--- src/rtl/divider_pkg.sv ---
// Shared definitions for the sequential restoring divider: FSM encoding and
// width-dependent special-result constants.
package divider_pkg;

  typedef logic [1:0] state_t;

  localparam state_t ST_IDLE = 2'd0;
  localparam state_t ST_CALC = 2'd1;
  localparam state_t ST_FIX  = 2'd2;
  localparam state_t ST_DONE = 2'd3;

  // Callers truncate these to their own WIDTH (2..64).
  function automatic logic [63:0] all_ones(input int unsigned w);
    return {64{1'b1}} >> (64 - w);
  endfunction

  function automatic logic [63:0] min_val(input int unsigned w);
    return 64'd1 << (w - 1);
  endfunction

endpackage

--- src/rtl/divider_step.sv ---
// One restoring-division iteration: shift in the next dividend bit, try to
// subtract the divisor, keep the difference only if it did not go negative.
module divider_step #(
  parameter int WIDTH = 8
) (
  input  logic [WIDTH-1:0] rem_i,
  input  logic             bit_i,
  input  logic [WIDTH-1:0] dvs_i,
  output logic [WIDTH-1:0] rem_o,
  output logic             q_o
);

  logic [WIDTH:0] shifted;
  logic [WIDTH:0] trial;

  // rem_i < dvs_i always holds, so the difference fits WIDTH+1 bits signed
  // and its MSB alone tells whether the subtraction succeeded.
  assign shifted = {rem_i, bit_i};
  assign trial   = shifted - {1'b0, dvs_i};
  assign q_o     = ~trial[WIDTH];
  assign rem_o   = q_o ? trial[WIDTH-1:0] : shifted[WIDTH-1:0];

endmodule

--- src/rtl/divider_seq.sv ---
// Multi-cycle signed/unsigned restoring divider with valid/ready handshakes,
// one operation in flight, divide-by-zero and signed-overflow flags.
module divider_seq
  import divider_pkg::*;
#(
  parameter int WIDTH     = 8,
  parameter bit SIGNED_EN = 1'b1
) (
  input  logic             clk,
  input  logic             reset,
  input  logic             in_valid,
  output logic             in_ready,
  input  logic             op_signed,
  input  logic [WIDTH-1:0] dividend,
  input  logic [WIDTH-1:0] divisor,
  output logic             out_valid,
  input  logic             out_ready,
  output logic [WIDTH-1:0] quotient,
  output logic [WIDTH-1:0] remainder,
  output logic             err_dz,
  output logic             err_ovf
);

  localparam int             CNT_W = $clog2(WIDTH);
  localparam logic [WIDTH-1:0] Q_DZ   = WIDTH'(all_ones(WIDTH));
  localparam logic [WIDTH-1:0] MIN_V  = WIDTH'(min_val(WIDTH));

  state_t           state_q, state_d;
  logic [CNT_W-1:0] cnt_q, cnt_d;
  logic [WIDTH-1:0] rem_q, rem_d;
  logic [WIDTH-1:0] work_q, work_d;   // dividend magnitude shifting out, quotient shifting in
  logic [WIDTH-1:0] dvs_q, dvs_d;
  logic             quo_neg_q, quo_neg_d;
  logic             rem_neg_q, rem_neg_d;
  logic [WIDTH-1:0] quot_q, quot_d;
  logic [WIDTH-1:0] rmd_q, rmd_d;
  logic             err_dz_q, err_dz_d;
  logic             err_ovf_q, err_ovf_d;

  logic             eff_signed, dvd_neg, dvs_neg, is_dz, is_ovf;
  logic [WIDTH-1:0] step_rem;
  logic             step_q;

  divider_step #(.WIDTH(WIDTH)) u_step (
    .rem_i (rem_q),
    .bit_i (work_q[WIDTH-1]),
    .dvs_i (dvs_q),
    .rem_o (step_rem),
    .q_o   (step_q)
  );

  assign eff_signed = SIGNED_EN && op_signed;
  assign dvd_neg    = eff_signed && dividend[WIDTH-1];
  assign dvs_neg    = eff_signed && divisor[WIDTH-1];
  assign is_dz      = (divisor == '0);
  assign is_ovf     = eff_signed && (dividend == MIN_V) && (divisor == {WIDTH{1'b1}});

  always_comb begin
    // NOTE: every _d defaults to its _q first so no path leaves a variable
    // unassigned, which would otherwise infer a latch.
    state_d   = state_q;
    cnt_d     = cnt_q;
    rem_d     = rem_q;
    work_d    = work_q;
    dvs_d     = dvs_q;
    quo_neg_d = quo_neg_q;
    rem_neg_d = rem_neg_q;
    quot_d    = quot_q;
    rmd_d     = rmd_q;
    err_dz_d  = err_dz_q;
    err_ovf_d = err_ovf_q;

    case (state_q)
      ST_IDLE: begin
        if (in_valid) begin
          // The unsigned WIDTH-bit magnitude of MIN is exact, so MIN/1,
          // MIN/2 and MIN/MIN need no special handling.
          work_d    = dvd_neg ? -dividend : dividend;
          dvs_d     = dvs_neg ? -divisor : divisor;
          rem_d     = '0;
          quo_neg_d = dvd_neg ^ dvs_neg;
          rem_neg_d = dvd_neg;
          cnt_d     = CNT_W'(WIDTH - 1);
          err_dz_d  = 1'b0;
          err_ovf_d = 1'b0;
          if (is_dz) begin
            state_d  = ST_DONE;
            quot_d   = Q_DZ;
            rmd_d    = dividend;
            err_dz_d = 1'b1;
          end else if (is_ovf) begin
            state_d   = ST_DONE;
            quot_d    = MIN_V;
            rmd_d     = '0;
            err_ovf_d = 1'b1;
          end else begin
            state_d = ST_CALC;
          end
        end
      end
      ST_CALC: begin
        rem_d  = step_rem;
        work_d = {work_q[WIDTH-2:0], step_q};
        cnt_d  = cnt_q - 1'b1;
        if (cnt_q == '0) state_d = ST_FIX;
      end
      ST_FIX: begin
        quot_d  = quo_neg_q ? -work_q : work_q;
        rmd_d   = rem_neg_q ? -rem_q : rem_q;
        state_d = ST_DONE;
      end
      ST_DONE: begin
        if (out_ready) state_d = ST_IDLE;
      end
      default: state_d = ST_IDLE;
    endcase
  end

  // NOTE: state registers use non-blocking assignments so every flop samples
  // the pre-edge values regardless of statement order.
  always_ff @(posedge clk or negedge reset) begin
    if (!reset) begin
      state_q   <= ST_IDLE;
      cnt_q     <= '0;
      rem_q     <= '0;
      work_q    <= '0;
      dvs_q     <= '0;
      quo_neg_q <= 1'b0;
      rem_neg_q <= 1'b0;
      quot_q    <= '0;
      rmd_q     <= '0;
      err_dz_q  <= 1'b0;
      err_ovf_q <= 1'b0;
    end else begin
      state_q   <= state_d;
      cnt_q     <= cnt_d;
      rem_q     <= rem_d;
      work_q    <= work_d;
      dvs_q     <= dvs_d;
      quo_neg_q <= quo_neg_d;
      rem_neg_q <= rem_neg_d;
      quot_q    <= quot_d;
      rmd_q     <= rmd_d;
      err_dz_q  <= err_dz_d;
      err_ovf_q <= err_ovf_d;
    end
  end

  assign in_ready  = (state_q == ST_IDLE);
  assign out_valid = (state_q == ST_DONE);
  assign quotient  = quot_q;
  assign remainder = rmd_q;
  assign err_dz    = err_dz_q;
  assign err_ovf   = err_ovf_q;

endmodule
--- config.mk ---
export PLATFORM = sky130hd
export DESIGN_NAME = divider_seq
export DESIGN_NICKNAME = d
export VERILOG_FILES = /design/src/rtl/divider_pkg.sv /design/src/rtl/divider_step.sv /design/src/rtl/divider_seq.sv
export SDC_FILE = /design/constraint.sdc
export NUM_CORES = 1
export LEC_CHECK = 0
export CAP_MARGIN = 20
export CORE_ASPECT_RATIO = 0.5
export CORE_MARGIN = 2
export CORE_UTILIZATION = 30
export CTS_CLUSTER_DIAMETER = 60
export DETAILED_ROUTE_END_ITERATION = 8
export PLACE_DENSITY_LB_ADDON = 0.08
export SLEW_MARGIN = 15
export SYNTH_ARGS = -nofsm -noshare
export SYNTH_HDL_FRONTEND = slang
export SYNTH_HIERARCHICAL = 1
export SYNTH_SLANG_ARGS = --single-unit
--- constraint.sdc ---
create_clock -name clk -period 7.3 [get_ports clk]
set_clock_uncertainty 0.05 [all_clocks]
set_input_delay 1.46 -clock clk [delete_from_list [all_inputs] [get_ports clk]]
set_output_delay 1.46 -clock clk [all_outputs]
set_load 0.01 [all_outputs]
==> impl_metrics.ini <==
[hold_path]
hp-class = reg -> reg

[power]
power_density_nw_per_um2 = 448
sequentialPowerShare_pct = 27.0
intPower_w = 0.00107
p_leak_nw = 1.83
power_frac_comb_pct = 61.4
p_sw_w = 0.000867
netSwitchingFraction_pct = 44.7
vdd_ir_drop_max_uv = 102
clock_power_share_pct = 11.6

[grt]
use_met2_pct = 23.8
top_usage_layer = met2
grt_max_degree = 50
grtUsageTotal_pct = 15.2
grt_pass1_vias = 2877
grt_antenna_before_repair = 0
met3_usage_pct = 3.94
grt_pass1_wl_um = 15500
gr-usage-met1_pct = 21.5
gr-total-overflow = 0

[timing]
maxSlewViolCount = 0
final-setup-viol-count = 0
hold_viol = 0
rsz0062_at_grt = false
relSlewSlack_pct = 47.1
tns_ns = 0
min_period_ns = 3.71
fin_crit_sh_pct = 50.8
fmax_mhz = 270
setup_ws_ns = 3.59
max_slew.worst_pin.slew_ns = 0.792

[synthesis]
synth_edf_count = 0
async_flop_share_pct = 100
synthFlopType = dfrtp_1
post_synth.cell_area_avg_um2 = 9.44
syn_inst = 386
yosysSeqAreaShare_pct = 33.7
synth_cell_types = 67
yosys_warnings = 6
netlist_area_um2 = 3640
syn_nets = 427
ys_seq_elements = 49

[worst_setup_path]
crit_path_end = quotient[1]
cp-start-kind = input pin
r2r_slack_ns = 4.29
required_ns = 7.43
slowest_delay_ns = 0.55
crit_fanout = 16
path_cells = clkdlybuf4s50_1, inv_1, ha_1, nor3b_2, a21oi_2, a22oi_4, mux2_2
crit_arrival_ns = 3.83
criticalPathCategory = in -> reg
critPathCaptureType = flip-flop
r2r_start = work_q[7]
critPathSlowestCell = a22oi_4
r2r_end = rem_q[4]
r2r_cells = 11
crit_start = divisor[0]

[die]
dieArea_um2 = 13100
initial_core_util_pct = 30.8
die_w_um = 160
rows = 28
ios = 41
die_h_um = 81.9
coreArea_um2 = 11800

[job]
cap_violations = 0

[route]
via_per_inst = 5.08
first_pass_iters = 4
drt_iter0_markers = 138
vias = 2975
wl_per_cell_um = 16.4
drt_wl_total_um = 9620
drc = 0
antenna_left = 0

[clock_tree]
clkTransAtPathRegs_ns = 0.07
cts_sinks = 49
insertion_delay_ns = 0.29
cts_buffer_depth = 2
cts_hold_buf = 0
post_cts_resized = 0
cts_root_buf = clkbuf_16
numCtsBuffers = 5
postCtsSetupBuffers = 0
h-tree-depth = 2
cts_tree = done

[finish]
stdcell_count = 586
ff_latch_area_um2 = 1230
final_layout_size_suffix_gt1_share_pct = 12.1
syn_to_final_growth_pct = 18.9
final_common_cell = dfrtp_1
final_cell_mix = dfrtp_1, clkdlybuf4s50_1, nand2_1, inv_1, o21ai_0
multiInputGateArea_um2 = 2210
n_antenna_cell = 0
n_fill_cell = 1252
num-nets-final = 463

[place]
dp_hpwl_um = 7420
place.gp.congestion = 0.803
place_ws_ns = 3.28
numPortBuffers = 40
dp_cells = 579

[outcome]
status = completed
[state kept, by name, indices dropped and copies added, names as in the netlist]
name,cells
cnt_q,3
dvs_q,8
err_dz,1
err_ovf,1
quo_neg_q,1
quotient,8
rem_neg_q,1
rem_q,8
remainder,8
state_q,2
work_q,8
[power groups by stage]
stage	Sequential [W]	Clock, W	Combinational (W)
6_report	0.000524	0.000225	0.00119
3_5_place_dp	0.000530	0	0.00118
5_1_grt	0.000545	0.000242	0.00132
3_3_place_gp	0.000526	0	0.00117
4_1_cts	0.000525	0.000233	0.00119
2_1_floorplan	0.000489	0	0.000902
[cells by family (layout without fill, tap and decap cells)]
kind of cell / after synthesis / count (layout) / share of synthesized area, %
mux: 38 / 38 / 12.2
buf+inv: 49 / 84 / 5.53
simple gates: 116 / 116 / 18.9
xor+xnor: 19 / 19 / 5.08
compound gates: 95 / 95 / 17.6
fa+ha+maj: 20 / 20 / 7.08
flops: 49 / 49 / 33.7
[per-stage QoR]
step	utilization [%]	hold WS (ns)	instance area [um2]	power [W]
floorplan	-	0.400	3640	0.00139
global placement	35.4	0.424	4190	0.00169
detailed placement	35.4	0.430	4190	0.00171
CTS	36.5	0.445	4320	0.00195
global route	36.6	0.468	4330	0.00211
finish	36.6	0.433	4330	0.00194
[final cells by class]
cell class                 instances  share of cell area [%]
timing repair buffer              44                    9.82
inverter                          34                    2.95
tap                              165                    4.77
clock inverter                     1                   0.116
clock buffer                       5                    2.89
multi-input combinational        288                    51.1
sequential                        49                    28.3
[worst max-delay path: cells and delay by family]
| family | cells | cell delay [ns] |
|---|---|---|
| muxes | 1 | 0.40 |
| buffers and inverters | 2 | 0.58 |
| and+or+nand+nor | 1 | 0.44 |
| adders and majority gates | 1 | 0.22 |
| AOI/OAI and AO/OA | 2 | 0.72 |
[synth_stat cells, types with 2 or more instances]
| cell type | number | share of area, % |
|---|---|---|
| xor2_1 | 4 | 0.96 |
| a211oi_1 | 3 | 0.62 |
| nand4b_1 | 2 | 0.48 |
| nand2_1 | 36 | 3.7 |
| nand3b_1 | 6 | 1.2 |
| mux2_1 | 2 | 0.62 |
| ha_1 | 19 | 6.5 |
| o21ai_0 | 29 | 4.0 |
| a32oi_1 | 4 | 0.96 |
| o221ai_1 | 2 | 0.48 |
| clkbuf_1 | 12 | 1.2 |
| a21oi_1 | 22 | 3.0 |
| o22ai_1 | 2 | 0.34 |
| nor2_1 | 15 | 1.5 |
| nor2b_1 | 4 | 0.69 |
| mux2_2 | 16 | 4.9 |
| inv_1 | 33 | 3.4 |
| a21oi_2 | 2 | 0.48 |
| nor3_1 | 11 | 1.5 |
| mux2i_1 | 12 | 3.3 |
| and3_1 | 2 | 0.34 |
| dfrtp_1 | 49 | 34 |
| o21a_1 | 2 | 0.41 |
| nor4b_1 | 2 | 0.48 |
| or4_1 | 2 | 0.41 |
| xnor2_1 | 14 | 3.4 |
| a21o_1 | 2 | 0.41 |
| nand3_1 | 6 | 0.82 |
| mux2_4 | 8 | 3.3 |
| a22o_1 | 4 | 0.96 |
| nor4_1 | 2 | 0.34 |
| nand2b_1 | 8 | 1.4 |
| o41ai_1 | 3 | 0.72 |
| nor3b_1 | 3 | 0.62 |
| a31oi_1 | 4 | 0.69 |
| o31ai_1 | 4 | 0.82 |
| or3_1 | 2 | 0.34 |
| and4_1 | 3 | 0.72 |
| or3b_2 | 2 | 0.48 |
[metal layers]
metal	wire (um)	vias to the layer above
met1	4870	1447
met5	0	-
met2	4220	59
met3	485	2
li1	-	1467
met4	40	0
[worst min path at each step]
| stage | slack [ns] | to | startpoint | depth (start not counted) |
|---|---|---|---|---|
| finish | 0.43 | dvs_q[6] | dvs_q[6] | 2 |
| global route | 0.47 | dvs_q[4] | dvs_q[4] | 2 |
| CTS | 0.44 | dvs_q[1] | dvs_q[1] | 2 |
| global placement | 0.42 | dvs_q[6] | dvs_q[6] | 2 |
| floorplan | 0.40 | dvs_q[1] | dvs_q[1] | 2 |
| detailed placement | 0.43 | dvs_q[4] | dvs_q[4] | 2 |
No activity file was read; power rests on OpenSTA's default activity.
